===== config.mk =====
export PLATFORM = sky130hd
export DESIGN_NAME = instr_fetch_unit
export DESIGN_NICKNAME = d
export VERILOG_FILES = /design/src/rtl/instr_fetch_unit.sv
export SDC_FILE = /design/constraint.sdc
export NUM_CORES = 1
export LEC_CHECK = 0
export ABC_AREA = 0
export BUFFER_PORTS_ARGS = -buffer_cell sky130_fd_sc_hd__buf_2
export CAP_MARGIN = 20
export CORE_MARGIN = 8
export CORE_UTILIZATION = 44
export CTS_BUF_LIST = sky130_fd_sc_hd__clkbuf_4 sky130_fd_sc_hd__clkbuf_8
export DETAILED_ROUTE_END_ITERATION = 12
export PLACE_DENSITY = 0.73
export SKIP_LAST_GASP = 1
export SYNTH_ARGS = -nofsm -noshare
export SYNTH_HDL_FRONTEND = slang
export SYNTH_SLANG_ARGS = --single-unit

===== constraint.sdc =====
create_clock -name clk -period 5.19 [get_ports clk]
set_input_delay 0.519 -clock clk [delete_from_list [all_inputs] [get_ports clk]]
set_output_delay 0.519 -clock clk [all_outputs]
set_load 0.01 [all_outputs]

===== src/rtl/instr_fetch_unit.sv =====
// KGP-RISC instruction fetch front end: owns the PC, fetches over req/ack, computes next PC.
// Optional perf counters (retired_cnt, taken_cnt) enabled by defining IFU_PERF_CNT_EN.
module instr_fetch_unit #(
  parameter int unsigned       ADDR_W   = 32,
  parameter int unsigned       INSTR_W  = 32,
  parameter int unsigned       OFF_W    = 16,
  parameter logic [ADDR_W-1:0] RESET_PC = '0
) (
  input  logic               clk,
  input  logic               rst,
  output logic               imem_req,
  output logic [ADDR_W-1:0]  imem_addr,
  input  logic               imem_ack,
  input  logic [INSTR_W-1:0] imem_rdata,
  output logic [INSTR_W-1:0] instr,
  output logic [5:0]         opcode,
  output logic               instr_valid,
  input  logic               instr_ready,
  input  logic [1:0]         branch,
  input  logic               cond_flag,
  input  logic [OFF_W-1:0]   br_offset,
  output logic [ADDR_W-1:0]  pc_out,
  output logic [ADDR_W-1:0]  link_addr,
  input  logic               halt
`ifdef IFU_PERF_CNT_EN
  ,
  output logic [31:0]        retired_cnt,
  output logic [31:0]        taken_cnt
`endif
);

  typedef enum logic [1:0] {
    S_IDLE,
    S_FETCH,
    S_HOLD
  } state_e;

  localparam logic [ADDR_W-1:0] RESET_PC_A = {RESET_PC[ADDR_W-1:2], 2'b00};

  state_e              state_q, state_d;
  logic [ADDR_W-1:0]   pc_q, pc_d;
  logic [INSTR_W-1:0]  instr_q, instr_d;

  logic [ADDR_W-1:0]   off_ext;
  logic [ADDR_W-1:0]   pc_inc;
  logic [ADDR_W-1:0]   pc_tgt;
  logic [ADDR_W-1:0]   next_pc;
  logic                retire;

  // Offset is in words: sign-extend, then scale to bytes; sums wrap modulo 2^ADDR_W.
  always_comb begin
    off_ext = {{(ADDR_W-OFF_W){br_offset[OFF_W-1]}}, br_offset};
    pc_inc  = pc_q + ADDR_W'(4);
    pc_tgt  = pc_inc + (off_ext << 2);
    next_pc = pc_inc;
    case (branch)
      2'b00:   next_pc = pc_inc;
      2'b01:   next_pc = pc_tgt;
      2'b10:   next_pc = cond_flag ? pc_tgt : pc_inc;
      default: next_pc = pc_tgt;
    endcase
  end

  assign retire = (state_q == S_HOLD) && instr_ready;

  always_comb begin
    state_d = state_q;
    pc_d    = pc_q;
    instr_d = instr_q;
    case (state_q)
      S_IDLE: begin
        if (!halt) state_d = S_FETCH;
      end
      S_FETCH: begin
        if (imem_ack) begin
          state_d = S_HOLD;
          instr_d = imem_rdata;
        end
      end
      S_HOLD: begin
        if (instr_ready) begin
          pc_d    = next_pc;
          state_d = halt ? S_IDLE : S_FETCH;
        end
      end
      default: state_d = S_IDLE;
    endcase
  end

  always_ff @(posedge clk) begin
    if (rst) begin
      state_q <= S_IDLE;
      pc_q    <= RESET_PC_A;
      instr_q <= '0;
    end else begin
      state_q <= state_d;
      pc_q    <= pc_d;
      instr_q <= instr_d;
    end
  end

  assign imem_req    = (state_q == S_FETCH);
  assign imem_addr   = pc_q;
  assign instr_valid = (state_q == S_HOLD);
  assign instr       = instr_q;
  assign opcode      = instr_q[INSTR_W-1 -: 6];
  assign pc_out      = pc_q;
  assign link_addr   = pc_inc;

`ifdef IFU_PERF_CNT_EN
  logic [31:0] retired_cnt_q, taken_cnt_q;

  always_ff @(posedge clk) begin
    if (rst) begin
      retired_cnt_q <= '0;
      taken_cnt_q   <= '0;
    end else if (retire) begin
      retired_cnt_q <= retired_cnt_q + 32'd1;
      if (next_pc == pc_tgt) taken_cnt_q <= taken_cnt_q + 32'd1;
    end
  end

  assign retired_cnt = retired_cnt_q;
  assign taken_cnt   = taken_cnt_q;
`else
  logic unused_retire;
  assign unused_retire = retire;
`endif

endmodule

# ---- Yosys cells after proc, flatten, opt, wreduce, memory -nomap -nowiden
# Cells that the tools add are included.
dict set report totals {
  regBits 66
  inputBits 56
  wordCells 23
}
dict set report op_classes {
  addsub 2
  eq_ne 6
  n_mux 7
  n_reduce_logical 5
}
# op count
set ops {}
lappend ops {{$pmux W32 S2} 1}
lappend ops {{$add A32 B3 Y32 const B} 1}
lappend ops {{$add A32 B32 Y32} 1}
lappend ops {{$mux W32} 1}
lappend ops {{$mux W2} 3}
lappend ops {{$pmux W2 S3} 1}
lappend ops {{$eq A2 B2 Y1 const B} 2}
lappend ops {{$logic_not A2 Y1} 2}
lappend ops {{$ne A2 B1 Y1 const B} 2}
lappend ops {{$reduce_and A2 Y1} 2}
lappend ops {{$reduce_and A3 Y1} 1}
lappend ops {{$eq A2 B1 Y1 const B} 1}
lappend ops {{$ne A2 B2 Y1 const B} 1}
lappend ops {{$mux W1} 1}

# ---- Logic depth before layout (Yosys ltp)
dict set report logic_depth {
  word_depth 4
  ltp_mapped 20
}

# ---- Worst setup path before layout
# Ideal clock, no wire load.
dict set report synth_timing {
  kind {register -> register}
  from {register pc_q[2], in the netlist imem_addr[2]}
  to {register pc_q[31], in the netlist imem_addr[31]}
  setup_time_ns 0.121
  t_arrival_ns 3.958
  required_ns 5.069
  path_slack_ns 1.111
  path_stages_with_launch 17
  path_buffers 0
  synth_period_minus_slack_ns 4.079
  cell_sequence {dfxtp_1 > ha_1 > and3_1 > and3_1 > nand3_1 > nor2_1 > xor2_1 > ha_1 > and4_1 > a221o_1 > nor2_1 > nor2_1 > o31ai_1 > o21ai_0 > a21o_1 > nand3_2 > mux2_4}
}
dict set report synth_via {
  elab_chain_len 4
}
# item line
set synth_lines {}
lappend synth_lines {{start: declaration} 41} ;# logic [ADDR_W-1:0] pc_q, pc_d;
lappend synth_lines {{start signal: assignment} 97} ;# pc_q <= pc_d;
lappend synth_lines {{$add A32 B3 Y32 *} 53} ;# pc_inc = pc_q + ADDR_W'(4);
lappend synth_lines {{via link_addr[12]} 23} ;# output logic [ADDR_W-1:0] link_addr,
lappend synth_lines {{$add A32 B32 Y32 *} 54} ;# pc_tgt = pc_inc + (off_ext << 2);
lappend synth_lines {{$mux W32} 59} ;# 2'b10: next_pc = cond_flag ? pc_tgt : pc_inc;
lappend synth_lines {{$pmux W32 S2 *} 56} ;# case (branch)
# The timed path passes the listed nets; every way through them passes the cells marked *.
# A chain may end at the register's enable or synchronous reset.

# ---- Final worst setup path
dict set report layout_timing {
  from {register pc_q[2], in the netlist imem_addr[2]}
  to {register pc_q[31], in the netlist imem_addr[31]}
}
dict set report layout_via {
  elab_chain_len 4
}
# item line
set layout_lines {}
lappend layout_lines {{$add A32 B3 Y32 *} 53}
lappend layout_lines {{$add A32 B32 Y32} 54}
lappend layout_lines {{$mux W32} 59}
lappend layout_lines {{$pmux W32 S2 *} 56}
# Every way passes the cells marked *; elsewhere a longest branch is shown, timed or not.

==> flow_summary.json <==
{
  "maxSlewHeadroom": 0.558,
  "tritoncts_clock_tree": "built",
  "netlist.top_cell.by_area": "sky130_fd_sc_hd__dfxtp_1",
  "max-vdd-ir-drop_mv": 0.124,
  "clock-root-buffer": "sky130_fd_sc_hd__clkbuf_8",
  "clock_tree.buffer_depth": 2,
  "die_area_um2": 15000,
  "largest_net_degree_at_the_start_of_global_routing": 55,
  "switching_share": 0.310,
  "routedWlPerCell_um": 16.2,
  "grt_usage": 0.201,
  "status": "finished clean",
  "crit-reg2reg-launch": "imem_addr[2]",
  "globalRouteOverflowTotal": 0,
  "count_of_inserted_antenna_diode_cells": 0,
  "count_of_flip_flops_with_a_built_in_enable_after_synthesis": 0,
  "globalRouteMet2Util": 0.340,
  "timing.final.crit_share": 0.870,
  "vias_per_cell": 5.33,
  "final_hold_viol_count": 0,
  "synthesis.area_per_instance_um2": 7.39,
  "routability_cong": 0.905,
  "cts_num_sinks": 64,
  "final_period_minus_worst_setup_slack_ns": 4.52,
  "seq_power_share": 0.438,
  "fp.dieW_um": 123,
  "synth_seq_cells": 64,
  "combPwrFrac": 0.199,
  "netlist_area_um2": 5000,
  "detailedPlacementHpwl_mm": 11.8,
  "area_growth_syn_to_layout_pct": 19.3,
  "nNetsFinal": 903,
  "post_synth_inst_count": 677,
  "met3_usage": 0.0396,
  "yosys-top-cells-count": "sky130_fd_sc_hd__nand2_1 (113), sky130_fd_sc_hd__a21oi_1 (85), sky130_fd_sc_hd__dfxtp_1 (64)",
  "power.static_leakage_nw": 2.99,
  "nFillCells": 1150,
  "antenna_left": 0,
  "post-synth-top-count-cell": "sky130_fd_sc_hd__nand2_1",
  "criticalPathCategory": "flop to flop",
  "max_cap_viol_count": 0,
  "grt_setup_unrepaired": "no",
  "cts-htree-levels": 3,
  "placed_cells": 942,
  "fin_cells": 959,
  "worstHoldStart": "halt",
  "drive_gt1_frac": 0.268,
  "hold_buffers": 0,
  "timing_max_transition_violations_final": 0,
  "synth-async-reset-ratio": 0,
  "grt_util_met1": 0.254,
  "busiest_layer_in_global_routing": "met2",
  "timing.critical_path.from": "imem_addr[2]",
  "synth.yosys.warnings": 0,
  "detailed_router_s_first_iteration_violation_count": 381,
  "achievable-frequency_ghz": 0.221,
  "number_of_global_route_vias_before_repair": 4770,
  "crit_arrival_ns": 4.76,
  "worstSetupStartpointType": "flop",
  "pwr-share-clk": 0.362,
  "whs_ns": 0.349,
  "worst-slew-pin-transition_ns": 0.658,
  "io_buffer_count": 185,
  "route.final.wire_length_mm": 15.5,
  "timing.clock.skew_ns": 0.00901,
  "synth_top_flop_cell": "sky130_fd_sc_hd__dfxtp_1",
  "cts-buffers-inserted": 9,
  "critPathRequiredTime_ns": 5.43,
  "crit_path_max_fanout": 8,
  "switching_power_mw": 0.369,
  "cts.clk_slew.worst_paths_ns": 0.07,
  "synth_area_leaders": "sky130_fd_sc_hd__dfxtp_1 (26%), sky130_fd_sc_hd__a21oi_1 (8.5%), sky130_fd_sc_hd__ha_1 (8.5%)",
  "yosys_top_cell_area_share": 0.256,
  "fin_tns_setup_ns": 0,
  "design.core.area_um2": 11300,
  "first_pass_drt_iterations": 5,
  "floorplan.rows": 39,
  "num_vias": 5114,
  "post_synth_num_cell_types": 59,
  "start_util": 0.444,
  "grt_first_pass_wirelength_mm": 24.4,
  "chipHeight_um": 123,
  "p_int_mw": 0.821,
  "setup_viol": 0,
  "min_path_type": "input pin to flop",
  "cts.repair_timing.setup_buffer_count": 0,
  "crit_path_end_kind": "flop",
  "ys_seq_area_frac": 0.256,
  "post_cts_resized": 0,
  "power-per-cell-area_nw_per_um2": 199,
  "clk_latency_ns": 0.35,
  "num_io_pins": 192,
  "initial_antenna_violation_count": 0,
  "post-route-drc-count": 0
}
power by group through the flow:
stage / clock, mW / combinational, mW / sequential [mW]
2_1_floorplan: 0 / 0.151 / 0.538
3_3_place_gp: 0 / 0.230 / 0.532
3_5_place_dp: 0 / 0.231 / 0.533
4_1_cts: 0.442 / 0.232 / 0.521
5_1_grt: 0.460 / 0.264 / 0.524
6_report: 0.431 / 0.237 / 0.521
final timing paths:
check | slack, ns | end | depth (start not counted)
worst max register to register | 0.67 | imem_addr[31] | 16
worst max-delay path | 0.67 | imem_addr[31] | 16
worst min-delay path | 0.35 | state_q[0] | 2
worst min register to register | 0.45 | instr[19] | 2
cell usage in the layout (no fill, tap or decap), drive strengths merged, types with 2 or more instances in the layout:
| cell | count |
|---|---|
| a221o | 3 |
| nor3 | 14 |
| o21ai | 37 |
| o211ai | 2 |
| ha | 34 |
| a22oi | 6 |
| and3 | 9 |
| o21bai | 4 |
| o22ai | 4 |
| nand2 | 115 |
| inv | 14 |
| xnor2 | 32 |
| a311oi | 2 |
| a21oi | 85 |
| a31oi | 4 |
| xor2 | 21 |
| and2 | 4 |
| a21o | 16 |
| or3 | 5 |
| nand4 | 5 |
| buf | 191 |
| dfxtp | 64 |
| conb | 6 |
| o31ai | 4 |
| clkbuf | 9 |
| a221oi | 4 |
| nand3 | 26 |
| nor2b | 5 |
| clkinv | 4 |
| o21a | 8 |
| and4 | 3 |
| nand3b | 2 |
| a211oi | 9 |
| nor2 | 48 |
critical path, stage by stage (launching register included):
cell and delay, ns:
sky130_fd_sc_hd__dfxtp_1 0.44, sky130_fd_sc_hd__ha_1 0.25, sky130_fd_sc_hd__and3_1 0.27, sky130_fd_sc_hd__and3_1 0.24, sky130_fd_sc_hd__nand3_1 0.18, sky130_fd_sc_hd__nor2_1 0.21
sky130_fd_sc_hd__xor2_1 0.25, sky130_fd_sc_hd__ha_1 0.33, sky130_fd_sc_hd__and4_1 0.23, sky130_fd_sc_hd__a221o_1 0.34, sky130_fd_sc_hd__nor2_1 0.20, sky130_fd_sc_hd__nor2_1 0.09
sky130_fd_sc_hd__o31ai_1 0.60, sky130_fd_sc_hd__o21ai_0 0.23, sky130_fd_sc_hd__a21o_1 0.20, sky130_fd_sc_hd__nand3_2 0.06, sky130_fd_sc_hd__mux2_4 0.29
sequential cells by signal, indices dropped and copies added (netlist names):
register,count
instr,32
state_q,2
imem_addr,30
metal layers:
layer | wire (µm) | part of all wire
met1 | 6740 | 0.43
met2 | 7670 | 0.49
met3 | 873 | 0.056
met4 | 259 | 0.017
met5 | 0 | 0
metrics by stage:
step            util  power [mW]  cell area, µm²  setup slack (ns)
2_1_floorplan      -       0.689            5020              1.11
3_3_place_gp   0.508       0.763            5730             0.853
3_5_place_dp   0.508       0.764            5730             0.739
4_1_cts        0.525        1.20            5910             0.715
5_1_grt        0.530        1.25            5970             0.222
6_report       0.530        1.19            5970             0.674
cell type report:
type / count / area (µm²) / share of cell area
clock buffers: 9 / 124 / 0.0208
clock inverters: 6 / 61.3 / 0.0103
inverters: 14 / 52.6 / 0.00880
multi-input cells: 532 / 3260 / 0.546
flip-flops and latches: 64 / 1280 / 0.215
well taps: 143 / 179 / 0.0300
repair buffers: 191 / 1010 / 0.169
logic make-up (layout without fill, tap and decap cells):
group | Yosys count | after routing | share of synthesized area
AO/OA/AOI/OAI | 195 | 195 | 0.235
flip-flops | 64 | 64 | 0.256
XOR/XNOR | 53 | 53 | 0.0928
multiplexers | 1 | 1 | 0.00300
buffers and inverters | 86 | 220 | 0.0970
AND/OR/NAND/NOR | 242 | 242 | 0.226
other | 1 | 6 | 0.000749
adder cells (fa/ha/maj) | 35 | 35 | 0.0890
(Power assumes the default switching activity.)
